**config.mk**
```make
export PLATFORM = sky130hd
export DESIGN_NAME = mc_controller
export DESIGN_NICKNAME = d
export VERILOG_FILES = /design/src/rtl/mc_ctrl_pkg.sv /design/src/rtl/mc_alu_decoder.sv /design/src/rtl/mc_controller.sv
export SDC_FILE = /design/constraint.sdc
export NUM_CORES = 1
export LEC_CHECK = 0
export CORE_MARGIN = 8
export CORE_UTILIZATION = 40
export CTS_CLUSTER_DIAMETER = 200
export CTS_CLUSTER_SIZE = 16
export DETAILED_ROUTE_END_ITERATION = 10
export GPL_ROUTABILITY_DRIVEN = 0
export PLACE_DENSITY = 0.79
export SLEW_MARGIN = 15
export SYNTH_ARGS = -nofsm -noshare
export SYNTH_HDL_FRONTEND = slang
export SYNTH_SLANG_ARGS = --single-unit
```
**constraint.sdc**
```tcl
create_clock -name clk -period 1.8 [get_ports clk]
set_input_delay 0.36 -clock clk [delete_from_list [all_inputs] [get_ports clk]]
set_output_delay 0.36 -clock clk [all_outputs]
set_load 0.05 [all_outputs]
```
**src/rtl/mc_ctrl_pkg.sv**
```systemverilog
// mc_ctrl_pkg: shared types and encodings for the multicycle MIPS control unit.
`default_nettype none

package mc_ctrl_pkg;

  typedef enum logic [3:0] {
    S_FETCH   = 4'd0,
    S_DECODE  = 4'd1,
    S_MEMADR  = 4'd2,
    S_MEMRD   = 4'd3,
    S_MEMWB   = 4'd4,
    S_MEMWR   = 4'd5,
    S_RTYPEEX = 4'd6,
    S_RTYPEWB = 4'd7,
    S_BEQEX   = 4'd8,
    S_ADDIEX  = 4'd9,
    S_ADDIWB  = 4'd10,
    S_JEX     = 4'd11
  } state_t;

  localparam logic [5:0] OP_RTYPE = 6'b000000;
  localparam logic [5:0] OP_LW    = 6'b100011;
  localparam logic [5:0] OP_SW    = 6'b101011;
  localparam logic [5:0] OP_BEQ   = 6'b000100;
  localparam logic [5:0] OP_ADDI  = 6'b001000;
  localparam logic [5:0] OP_J     = 6'b000010;

  localparam logic [5:0] FN_ADD = 6'b100000;
  localparam logic [5:0] FN_SUB = 6'b100010;
  localparam logic [5:0] FN_AND = 6'b100100;
  localparam logic [5:0] FN_OR  = 6'b100101;
  localparam logic [5:0] FN_XOR = 6'b100110;
  localparam logic [5:0] FN_NOR = 6'b100111;
  localparam logic [5:0] FN_SLT = 6'b101010;
  localparam logic [5:0] FN_DIV = 6'b011010;

  localparam logic [3:0] ALU_AND = 4'b0000;
  localparam logic [3:0] ALU_OR  = 4'b0001;
  localparam logic [3:0] ALU_ADD = 4'b0010;
  localparam logic [3:0] ALU_SUB = 4'b1010;
  localparam logic [3:0] ALU_SLT = 4'b1011;
  localparam logic [3:0] ALU_DIV = 4'b0100;
  localparam logic [3:0] ALU_XOR = 4'b0101;
  localparam logic [3:0] ALU_NOR = 4'b0110;

  localparam logic [1:0] SRCB_REG     = 2'b00;
  localparam logic [1:0] SRCB_FOUR    = 2'b01;
  localparam logic [1:0] SRCB_IMM     = 2'b10;
  localparam logic [1:0] SRCB_IMM_SL2 = 2'b11;

  localparam logic [1:0] PCSRC_ALU    = 2'b00;
  localparam logic [1:0] PCSRC_ALUOUT = 2'b01;
  localparam logic [1:0] PCSRC_JUMP   = 2'b10;

  function automatic logic op_supported(input logic [5:0] op);
    return (op == OP_RTYPE) || (op == OP_LW) || (op == OP_SW) ||
           (op == OP_BEQ) || (op == OP_ADDI) || (op == OP_J);
  endfunction

endpackage

`default_nettype wire

```
**src/rtl/mc_alu_decoder.sv**
```systemverilog
// mc_alu_decoder: R-type funct field to 4-bit ALU control code plus validity flag.
`default_nettype none

module mc_alu_decoder
  import mc_ctrl_pkg::*;
(
  input  logic [5:0] funct,
  output logic [3:0] alucontrol,
  output logic       funct_valid
);

  always_comb begin
    alucontrol  = ALU_ADD;
    funct_valid = 1'b1;
    case (funct)
      FN_ADD:  alucontrol = ALU_ADD;
      FN_SUB:  alucontrol = ALU_SUB;
      FN_AND:  alucontrol = ALU_AND;
      FN_OR:   alucontrol = ALU_OR;
      FN_XOR:  alucontrol = ALU_XOR;
      FN_NOR:  alucontrol = ALU_NOR;
      FN_SLT:  alucontrol = ALU_SLT;
      FN_DIV:  alucontrol = ALU_DIV;
      default: funct_valid = 1'b0;
    endcase
  end

endmodule

`default_nettype wire

```
**src/rtl/mc_controller.sv**
```systemverilog
// mc_controller: Moore FSM sequencing the multicycle MIPS datapath with memory wait states.
// Define MC_DIV_STALL_EN to hold RTYPEEX for DIV_CYCLES cycles on div.
`default_nettype none

module mc_controller
  import mc_ctrl_pkg::*;
#(
  parameter int DIV_CYCLES = 4
) (
  input  logic       clk,
  input  logic       reset,
  input  logic [5:0] op,
  input  logic [5:0] funct,
  input  logic       zero,
  input  logic       mem_ready,
  output logic       mem_req,
  output logic       memwrite,
  output logic       iord,
  output logic       irwrite,
  output logic       pcen,
  output logic       regwrite,
  output logic       regdst,
  output logic       memtoreg,
  output logic       alusrca,
  output logic [1:0] alusrcb,
  output logic [1:0] pcsrc,
  output logic [3:0] alucontrol,
  output logic       illegal
);

  state_t     state_q, state_d;
  logic [3:0] rtype_alu;
  logic       funct_valid;
  logic       pcwrite, branch;

  mc_alu_decoder u_alu_decoder (
    .funct       (funct),
    .alucontrol  (rtype_alu),
    .funct_valid (funct_valid)
  );

`ifdef MC_DIV_STALL_EN
  localparam logic [3:0] DIV_LOAD = 4'(DIV_CYCLES - 1);
  logic [3:0] cnt_q, cnt_d;
`else
  logic unused_div_cycles;
  assign unused_div_cycles = (DIV_CYCLES == 0);
`endif

  always_ff @(posedge clk or posedge reset) begin
    if (reset) begin
      state_q <= S_FETCH;
`ifdef MC_DIV_STALL_EN
      cnt_q   <= 4'd0;
`endif
    end else begin
      state_q <= state_d;
`ifdef MC_DIV_STALL_EN
      cnt_q   <= cnt_d;
`endif
    end
  end

  always_comb begin
    state_d = state_q;
`ifdef MC_DIV_STALL_EN
    cnt_d   = cnt_q;
`endif
    case (state_q)
      S_FETCH:  if (mem_ready) state_d = S_DECODE;
      S_DECODE: begin
        case (op)
          OP_LW, OP_SW: state_d = S_MEMADR;
          OP_RTYPE: begin
            if (funct_valid) begin
              state_d = S_RTYPEEX;
`ifdef MC_DIV_STALL_EN
              if (funct == FN_DIV) cnt_d = DIV_LOAD;
`endif
            end else begin
              state_d = S_FETCH;
            end
          end
          OP_BEQ:  state_d = S_BEQEX;
          OP_ADDI: state_d = S_ADDIEX;
          OP_J:    state_d = S_JEX;
          default: state_d = S_FETCH;
        endcase
      end
      S_MEMADR: state_d = (op == OP_LW) ? S_MEMRD : S_MEMWR;
      S_MEMRD:  if (mem_ready) state_d = S_MEMWB;
      S_MEMWR:  if (mem_ready) state_d = S_FETCH;
      S_RTYPEEX: begin
`ifdef MC_DIV_STALL_EN
        if ((funct == FN_DIV) && (cnt_q != 4'd0)) cnt_d = cnt_q - 4'd1;
        else state_d = S_RTYPEWB;
`else
        state_d = S_RTYPEWB;
`endif
      end
      S_ADDIEX: state_d = S_ADDIWB;
      default:  state_d = S_FETCH;
    endcase
  end

  always_comb begin
    mem_req    = 1'b0;
    memwrite   = 1'b0;
    iord       = 1'b0;
    irwrite    = 1'b0;
    pcwrite    = 1'b0;
    branch     = 1'b0;
    regwrite   = 1'b0;
    regdst     = 1'b0;
    memtoreg   = 1'b0;
    alusrca    = 1'b0;
    alusrcb    = SRCB_REG;
    pcsrc      = PCSRC_ALU;
    alucontrol = ALU_AND;
    illegal    = 1'b0;
    case (state_q)
      S_FETCH: begin
        mem_req    = 1'b1;
        alusrcb    = SRCB_FOUR;
        alucontrol = ALU_ADD;
        irwrite    = mem_ready;
        pcwrite    = mem_ready;
      end
      S_DECODE: begin
        alusrcb    = SRCB_IMM_SL2;
        alucontrol = ALU_ADD;
        illegal    = !op_supported(op) || ((op == OP_RTYPE) && !funct_valid);
      end
      S_MEMADR: begin
        alusrca    = 1'b1;
        alusrcb    = SRCB_IMM;
        alucontrol = ALU_ADD;
      end
      S_MEMRD: begin
        mem_req = 1'b1;
        iord    = 1'b1;
      end
      S_MEMWB: begin
        memtoreg = 1'b1;
        regwrite = 1'b1;
      end
      S_MEMWR: begin
        mem_req  = 1'b1;
        memwrite = 1'b1;
        iord     = 1'b1;
      end
      S_RTYPEEX: begin
        alusrca    = 1'b1;
        alucontrol = rtype_alu;
      end
      S_RTYPEWB: begin
        regdst     = 1'b1;
        regwrite   = 1'b1;
        alucontrol = rtype_alu;
      end
      S_BEQEX: begin
        alusrca    = 1'b1;
        alucontrol = ALU_SUB;
        pcsrc      = PCSRC_ALUOUT;
        branch     = 1'b1;
      end
      S_ADDIEX: begin
        alusrca    = 1'b1;
        alusrcb    = SRCB_IMM;
        alucontrol = ALU_ADD;
      end
      S_ADDIWB: regwrite = 1'b1;
      S_JEX: begin
        pcsrc   = PCSRC_JUMP;
        pcwrite = 1'b1;
      end
      default: ;
    endcase
    // Reset suppresses every side effect immediately, before the state register settles.
    if (reset) begin
      mem_req  = 1'b0;
      memwrite = 1'b0;
      irwrite  = 1'b0;
      pcwrite  = 1'b0;
      branch   = 1'b0;
      regwrite = 1'b0;
      illegal  = 1'b0;
    end
    pcen = pcwrite | (branch & zero);
  end

endmodule

`default_nettype wire

```
==> out/results.txt, run 1 <==
post-synth cell types: 42
Mapped Cells: 101
# hold bufs at CTS: 0
IO Port Bufs: 33
post-cts gate resize count: 82
initial core utilization: 0.4148
TritonCTS Buffers: 3
xor and xnor area share after synthesis: 0.05000
run status: stopped before the end
synthesized area per cell: 6.937 um^2
ys async rst share: 1.000
post-synthesis cell area: 700.7 um^2
Compound-Gate Fraction of Synth Area: 0.2804
Die Wd: 57.86 um
main combinational cell family by area after synthesis: simple AND/OR/NAND/NOR gates
Run Error: [ERROR DPL-0038] Utilization greater than 100%, impossible to legalize
IO Count: 34
Post-Synth Adder-Cell Area: 0
Synth area leaders: dfrtp_1 14%, nor3_1 5.7%, nand2_1 5.4%, nor2_1 5.4%, a21oi_1 5.0%
Synth Warn #: 0
Post-Synth Simple-Gate Area: 0.4286
Detailed Place HPWL: 2.727 mm
H-tree depth: 1
Synth top area share: 0.1429
Post-synth top flop: dfrtp_1
clk buf depth: 2
register area share after synthesis: 0.1429
top cells by count, synth: 10 x nand2_1, 10 x nor2_1, 8 x nor3_1, 7 x a21oi_1
number of synthesized flops with an enable pin: 0
leading area contributor after synthesis: dfrtp_1
mux cell area share after synthesis: 0.03036
#FFs+latches synth: 4
root buffer cell: clkbuf_4
Fail Step: clock tree synthesis (4_1_cts)
Post-CTS Setup Inserts: 19
Cell Rows: 15
Clock Sinks: 4
net count after synthesis: 117
die height: 57.86 um
==> metrics by stage <==
| step | instances | TNS, ns | area, um^2 | hold slack, ns | setup slack (ns) |
|---|---|---|---|---|---|
| 2_1_floorplan | 101 | -0.7681 | 788.3 | 0.1261 | -0.3167 |
| 3_3_place_gp | 178 | -2.090 | 1531 | 0.6271 | -0.3699 |
| 3_5_place_dp | 178 | -2.534 | 1531 | 0.6549 | -0.4780 |
==> logic make-up after synthesis <==
logic type | after synthesis
AND/OR/NAND/NOR | 54
AO/OA/AOI/OAI | 28
buffers and inverters | 9
XOR/XNOR | 4
flip-flops | 4
multiplexers | 2
==> run 2, diff against run 1 <==
Settings changed: CORE_AREA set to 8 8 69 71, CORE_MARGIN 8 to unset, CORE_UTILIZATION 40 to unset, CTS_CLUSTER_DIAMETER 200 to unset, CTS_CLUSTER_SIZE 16 to unset, DIE_AREA set to 0 0 77 79, PLACE_DENSITY 0.79 to unset, PLACE_DENSITY_LB_ADDON set to 0.15.
==> run 2 against run 1 <==
The flow now finishes, with violations (negative setup slack). Synthesized cell count stayed put. Synthesized area stayed put.
==> out/results.txt, run 2 <==
IO Count: 34
net count after synthesis: 117
vias per inst: 4.744
Post-synth top flop: dfrtp_1
detailed-route via count: 1,077
Max-Cap Viols: 0
Max Clock Freq: 0.5248 GHz
Non-Filler Instances: 227
worst slack, placed: -0.4515 ns
TritonCTS Buffers: 3
Total Power: 1.025 mW
Layout Skew: 0.001863 ns
most common cell after layout, fill and taps aside: buf_4
clk buf depth: 2
Worst Max-Slew Pin Slew: 0.3140 ns
number of synthesized flops with an enable pin: 0
Reg with most FFs: state_q
drt total wl: 3.345 mm
Hold Path Class: in -> async
initial antenna violation count: 0
CTS clock-pin slew for the worst setup and hold paths: 0.03 ns
CTS tree: yes
Final nets: 195
Lkg Pwr: 0.8042 nW
Synth area leaders: dfrtp_1 14%, nor3_1 5.7%, nand2_1 5.4%, nor2_1 5.4%, a21oi_1 5.0%
WL/cell: 14.74 um
DRT iter0 DRCs: 30
Max IR drop VDD: 0.0004695 V
CP required: 1.44 ns
Core Box Area: 3799 um^2
Detailed Place HPWL: 2.449 mm
share of cells above drive strength 1: 0.6949
total die area: 6083 um^2
max reg flops: 4
All-Layer GR Usage: 0.1049
setup-violating endpoint count in the final report: 6
failing checks: negative setup slack
clk_lat worst skew: 0.21 ns
most frequent cells in the layout: 36 x buf_4, 18 x buf_12, 9 x buf_6
share of power burned in registers: 0.110
Synth Warn #: 0
leading area contributor after synthesis: dfrtp_1
Cell Rows: 23
clock share of power: 0.181
IO Port Bufs: 33
ys async rst share: 1.000
slack of the worst reg-to-reg path: 0.21 ns
Net Sw Power: 0.4087 mW
period utilization: 1.059
drt pass-1 iters: 4
H-tree depth: 1
Mapped Cells: 101
number of global-route vias before repair: 1,201
run status: complete, but fails checks
share of power burned in combinational logic: 0.710
Synth top area share: 0.1429
post-synthesis cell area: 700.7 um^2
post-route antenna net violation count: 0
synthesized area per cell: 6.937 um^2
GRT overflow: 0
switching part of the total: 0.3988
CP arrival: 1.55 ns
crit start category: primary input
Area Growth Syn to Fin: 174.8%
largest net degree at the start of global routing: 13
initial core utilization: 0.1845
RSZ-0062 raised after global routing: yes
#FFs+latches synth: 4
Slew HR: 0.7900
max-slew violations: 0
Crit. End Element: primary output
Layout fillers: 348
Die Wd: 77 um
Tmin final: 1.906 ns
number of remaining DRC errors: 0
Placed Cells: 211
Crit. Startpoint: reset
post-synth cell types: 42
crit-path max FO: 2
# hold bufs at CTS: 0
biggest registers after layout: state_q: 4 flops
root buffer cell: clkbuf_8
register area share after synthesis: 0.1429
Hold WS: 0.3667 ns
top cells by count, synth: 10 x nand2_1, 10 x nor2_1, 8 x nor3_1, 7 x a21oi_1
WS Path Type: in -> out
Critical R2R Launch: state_q[2]
setup ws final: -0.1056 ns
cell-internal power: 0.6161 mW
Pwr Density: 532.2 nW/um^2
# diodes: 0
first-pass GRT wire length: 5.347 mm
Clock Sinks: 4
Hold Vio Cnt, Final: 0
die height: 79 um
[run 2: cell families (layout without fill, tap and decap cells)]
kind of cell,count (synthesis),after routing,share of synthesized area
AOI/OAI and AO/OA,28,28,0.2804
xor gates and xnor gates,4,4,0.05001
buffers and inverters,9,85,0.06785
DFF,4,4,0.1429
muxes,2,2,0.03036
and+or+nand+nor,54,54,0.4286
[run 2: worst paths after layout]
| check | endpoint | cells past startpoint |
|---|---|---|
| worst max-delay path | illegal | 6 |
| worst min-delay path | state_q[0] | 3 |
| worst max register to register | state_q[0] | 5 |
| worst min register to register | state_q[0] | 2 |
| max in group asynchronous | state_q[3] | 3 |
| min in group clk | state_q[3] | 5 |
[run 2: timing repair]
action                                  4_1_cts  5_1_grt
pin swaps                                    14       12
cloned                                        1        0
endpoints found under the setup margin       14       18
buffers inserted                              9        6
gates resized for setup                      69       24
[run 2: layer usage]
metal  GRT usage  up-vias  wire, um
met3     0.01354        4        81
met2      0.2184       18      1910
li1            -      535         -
met4     0.03396        0        36
met1      0.1033      520      1316
met5           0        -         0
[run 2: cell type report]
| cell class | count | area (um^2) | share of cell area |
|---|---|---|---|
| Timing Repair Buffer | 79 | 887.1 | 0.4607 |
| Multi-Input combinational cell | 88 | 820.8 | 0.4263 |
| Sequential cell | 4 | 102.6 | 0.05328 |
| Tap cell | 50 | 62.56 | 0.03249 |
| Clock buffer | 3 | 41.29 | 0.02144 |
| Inverter | 3 | 11.26 | 0.005848 |
[run 2: power groups by stage]
stage | logic, mW | clock network, mW | registers (mW)
after floorplan | 0.291 | 0 | 0.107
after global placement | 0.575 | 0 | 0.108
after detailed placement | 0.578 | 0 | 0.108
after CTS | 0.660 | 0.190 | 0.109
after global routing | 0.768 | 0.205 | 0.113
final | 0.727 | 0.185 | 0.112
[run 2: stage by stage]
step	instance area [um^2]	util	setup TNS (ns)
2_1_floorplan	788.3	-	-0.7681
3_3_place_gp	1573	0.4140	-2.233
3_5_place_dp	1573	0.4140	-2.333
4_1_cts	1813	0.4773	-0.3194
5_1_grt	1926	0.5069	-0.6336
6_report	1926	0.5069	-0.2252
[run 2: worst max-delay path, cell delays in order]
cell and delay (ns):
clkdlybuf4s15_1 0.22, nor3_2 0.23, nand2_1 0.08, a221o_1 0.31
a31oi_4 0.18, buf_12 0.16
Power figures use the tool's default switching activity.
==> run 3, diff against run 2 <==
Settings changed: CELL_PAD_IN_SITES_DETAIL_PLACEMENT set to 0, CELL_PAD_IN_SITES_GLOBAL_PLACEMENT set to 1, CTS_BUF_LIST set to sky130_fd_sc_hd__clkbuf_4, SETUP_SLACK_MARGIN set to 0.02.
==> run 3 against run 2 <==
The flow still finishes with violations (negative setup slack). Design area rose by 8.9%. Sequential share of layout area fell by 0.32 points. Power fell by 6.8%. Cell count rose by 6.2%. Critical endpoint unchanged.
==> out/results.txt, run 3 (same netlist as run 2, synthesis figures left out) <==
largest net degree at the start of global routing: 10
Crit. End Element: primary output
Max-Cap Viols: 0
Reg with most FFs: state_q
Max IR drop VDD: 0.0002037 V
crit-path max cell delay: 0.33 ns
detailed-route via count: 1,100
Clock Sinks: 4
Layout fillers: 345
Hold Path Class: in -> async
period utilization: 1.097
IO Port Bufs: 33
switching part of the total: 0.4118
Lkg Pwr: 0.8874 nW
Area Growth Syn to Fin: 199.3%
Cell Rows: 23
CP delay by family, top: compound AO/OA/AOI/OAI gates
Pwr Density: 455.3 nW/um^2
drt total wl: 3.337 mm
Die Wd: 77 um
IO Count: 34
RSZ-0062 raised after global routing: yes
Total Power: 0.9548 mW
initial antenna violation count: 0
# diodes: 0
Net Sw Power: 0.3932 mW
worst slack, placed: -0.4601 ns
All-Layer GR Usage: 0.1021
CP required: 1.44 ns
WP buf/inv: 2
vias per inst: 4.564
total die area: 6083 um^2
max-slew violations: 0
Layout Skew: 0.003372 ns
die height: 79 um
crit start category: primary input
max reg flops: 4
clk buf depth: 2
dpl cell area: 1613 um^2
DRT iter0 DRCs: 55
CTS clock-pin slew for the worst setup and hold paths: 0.04 ns
Placed Cells: 216
WL/cell: 13.85 um
setup ws final: -0.1741 ns
Tmin final: 1.974 ns
Non-Filler Instances: 241
share of power burned in registers: 0.122
Final TNS setup: -0.6339 ns
Detailed Place HPWL: 2.452 mm
CP arrival: 1.61 ns
cell-internal power: 0.5617 mW
most common cell after layout, fill and taps aside: buf_4
failing checks: negative setup slack
setup-violating endpoint count in the final report: 11
biggest registers after layout: state_q: 4 flops
final design utilization: 0.5520
Max Clock Freq: 0.5065 GHz
WS Path Type: in -> out
Cell Chain, Critical Path: clkdlybuf4s15_2 > xor2_1 > o21a_1 > a221o_1 > a31oi_4 > buf_12
share of power burned in combinational logic: 0.766
number of remaining DRC errors: 0
share of cells above drive strength 1: 0.7016
initial core utilization: 0.1845
CTS tree: yes
clock share of power: 0.111
Hold Vio Cnt, Final: 0
number of global-route vias before repair: 1,117
most frequent cells in the layout: 42 x buf_4, 20 x buf_12, 15 x buf_6
root buffer cell: clkbuf_4
post-route antenna net violation count: 0
TritonCTS Buffers: 3
drt pass-1 iters: 4
Design Area, Final: 2097 um^2
Hold WS: 0.3629 ns
H-tree depth: 1
run status: complete, but fails checks
Final nets: 209
Slew HR: 0.8049
clk_lat worst skew: 0.23 ns
crit-path max FO: 5
Core Box Area: 3799 um^2
Worst path slowest cell: a221o_1
Worst Max-Slew Pin Slew: 0.2917 ns
GRT overflow: 0
first-pass GRT wire length: 5.175 mm
[run 3: cell type report]
class                   count  area (um^2)  share of cell area
repair buffers             93         1036              0.4940
clock buffers               3        22.52             0.01074
multi-input cells          88        859.6              0.4099
inverters                   3        11.26            0.005370
flip-flops and latches      4        105.1             0.05012
well taps                  50        62.56             0.02983
[run 3: repair_timing]
action                     CTS  global route
pin swaps                   16            12
resized for setup           56            36
cloned                       0             0
setup endpoints to repair   15            17
buffers inserted             8            16
hold buffers                 0             0
[run 3: path summary, 6_finish.rpt]
check                      slack [ns]  depth (start not counted)         end       start
max                             -0.17                          6     illegal       op[3]
min                              0.36                          3  state_q[1]       reset
max reg2reg                      0.27                          5  state_q[0]  state_q[2]
min reg2reg                      0.70                          3  state_q[3]  state_q[1]
max in group asynchronous        1.27                          3  state_q[3]       reset
min in group clk                 0.70                          3  state_q[3]  state_q[1]
[run 3: worst reg2reg max path, delay by kind of cell (launching register included)]
family | cells | cell delay, ns
simple gates | 2 | 0.61
compound gates | 1 | 0.17
flops | 1 | 0.44
buf+inv | 2 | 0.23
[run 3: power by group through the flow]
stage,Clock (mW),Sequential [mW],Combinational (mW)
6_report,0.106,0.117,0.732
5_1_grt,0.121,0.118,0.771
3_5_place_dp,0,0.112,0.585
2_1_floorplan,0,0.107,0.292
4_1_cts,0.112,0.112,0.664
3_3_place_gp,0,0.112,0.581
[run 3: routing by layer]
metal / wire length, um / vias up / track usage
li1: - / 560 / -
met1: 1406 / 515 / 0.1158
met2: 1785 / 23 / 0.1895
met3: 121 / 2 / 0.02257
met4: 23 / 0 / 0.02453
met5: 0 / - / 0
==> run 4, diff against run 3 <==
Settings changed: CTS_CLUSTER_DIAMETER set to 60, RECOVER_POWER set to 50.
==> run 4 against run 3 <==
The flow still finishes with violations (negative setup slack). Clock skew unchanged. Sequential power barely moved. Clock power barely moved. Critical path depth did not move. Register-to-register slack about the same. Clock-buffer cell count is the same. Sequential cell count unchanged. First-iteration DRC count is the same. Non-clock buffer count unchanged. Power barely moved. Combinational power about the same. Critical endpoint unchanged. Largest power group unchanged.
==> out/results.txt, run 4 (same netlist as run 2, synthesis figures left out) <==
Detailed Place HPWL: 2.452 mm
Placed Cells: 216
Hold WS: 0.3629 ns
# diodes: 0
most common cell after layout, fill and taps aside: buf_4
H-tree depth: 1
Area Growth Syn to Fin: 199.3%
root buffer cell: clkbuf_4
die height: 79 um
TritonCTS Buffers: 3
CP required: 1.44 ns
Layout fillers: 345
Hold Vio Cnt, Final: 0
vias per inst: 4.564
run status: complete, but fails checks
All-Layer GR Usage: 0.1021
failing checks: negative setup slack
total die area: 6083 um^2
share of cells above drive strength 1: 0.7016
clk_lat worst skew: 0.23 ns
Die Wd: 77 um
WS Path Type: in -> out
crit-path max FO: 5
setup-violating endpoint count in the final report: 12
Storage cell area: 105.1 um^2
most frequent cells in the layout: 42 x buf_4, 20 x buf_12, 15 x buf_6
clk buf depth: 2
Pwr Density: 455.1 nW/um^2
Lkg Pwr: 0.8876 nW
CTS tree: yes
Slew HR: 0.8049
number of global-route vias before repair: 1,117
M1 GR Usage: 0.1158
Final nets: 209
Worst Max-Slew Pin Slew: 0.2917 ns
largest net degree at the start of global routing: 10
CTS clock-pin slew for the worst setup and hold paths: 0.04 ns
dpl cell area: 1613 um^2
period utilization: 1.097
Cell Rows: 23
Tmin final: 1.974 ns
GRT overflow: 0
Reg with most FFs: state_q
Design Area, Final: 2097 um^2
biggest registers after layout: state_q: 4 flops
RSZ-0062 raised after global routing: yes
crit start category: primary input
drt total wl: 3.336 mm
met3 Usage GRT: 0.02257
IO Port Bufs: 33
Max IR drop VDD: 0.0002037 V
number of remaining DRC errors: 0
WL/cell: 13.84 um
R2R depth: 5
CP arrival: 1.61 ns
layer with the highest usage: met2
drt pass-1 iters: 4
GR Util met2: 0.1895
Max Clock Freq: 0.5065 GHz
setup ws final: -0.1741 ns
IO Count: 34
max reg flops: 4
Clock Sinks: 4
Layout Skew: 0.003372 ns
max-slew violations: 0
detailed-route via count: 1,100
area of the multi-input gates: 859.6 um^2
initial core utilization: 0.1845
DRT iter0 DRCs: 55
post-route antenna net violation count: 0
Non-Filler Instances: 241
first-pass GRT wire length: 5.175 mm
Hold Path Class: in -> async
Core Box Area: 3799 um^2
Crit. End Element: primary output
Max-Cap Viols: 0
initial antenna violation count: 0
-- run 4: worst max-delay path: stages --
cell	delay, ns
clkdlybuf4s15_2	0.22
xor2_1	0.17
o21a_1	0.18
a221o_1	0.33
a31oi_4	0.19
buf_12	0.16
-- run 4: metal layers --
layer / vias to the layer above / part of all wire
met4: 0 / 0.0069
met2: 23 / 0.54
li1: 560 / -
met1: 515 / 0.42
met5: - / 0
met3: 2 / 0.036
-- run 4: final cells by class --
cell class,count,share of cell area
Sequential cell,4,0.05012
Timing Repair Buffer,93,0.4940
Multi-Input combinational cell,88,0.4099
Clock buffer,3,0.01074
Inverter,3,0.005370
Tap cell,50,0.02983
-- run 4: stage by stage --
step           utilization  worst slack (ns)  TNS, ns  total power [mW]
2_1_floorplan            -           -0.3167  -0.7552            0.3982
3_3_place_gp        0.4246           -0.4196   -2.060            0.6933
6_report            0.5520           -0.1741  -0.6543            0.9544
3_5_place_dp        0.4246           -0.4601   -2.163            0.6965
5_1_grt             0.5520           -0.2404   -1.378             1.010
4_1_cts             0.4792           -0.1948  -0.8027            0.8878
-- run 4: report_power, final --
part	internal, mW	leakage, nW	total (mW)	switching, mW
Sequential	0.101	0.0479	0.117	0.0157
Clock	0.0742	0.0138	0.106	0.0322
Combinational	0.386	0.826	0.731	0.345
Total	0.561	0.888	0.954	0.393
-- run 4: timing repair --
item / CTS / global route
endpoints found under the setup margin: 15 / 17
hold buffers: 0 / 0
endpoints found under the hold margin: 0 / 0
pin swaps: 16 / 12
resized for setup: 56 / 36
setup buffers: 8 / 16
-- run 4: worst paths after layout --
path / start / to / slack (ns)
min reg2reg: state_q[1] / state_q[3] / 0.70
min: reset / state_q[1] / 0.36
max reg2reg: state_q[2] / state_q[0] / 0.27
max in group asynchronous: reset / state_q[3] / 1.27
max: op[3] / illegal / -0.17
min in group clk: state_q[1] / state_q[3] / 0.70
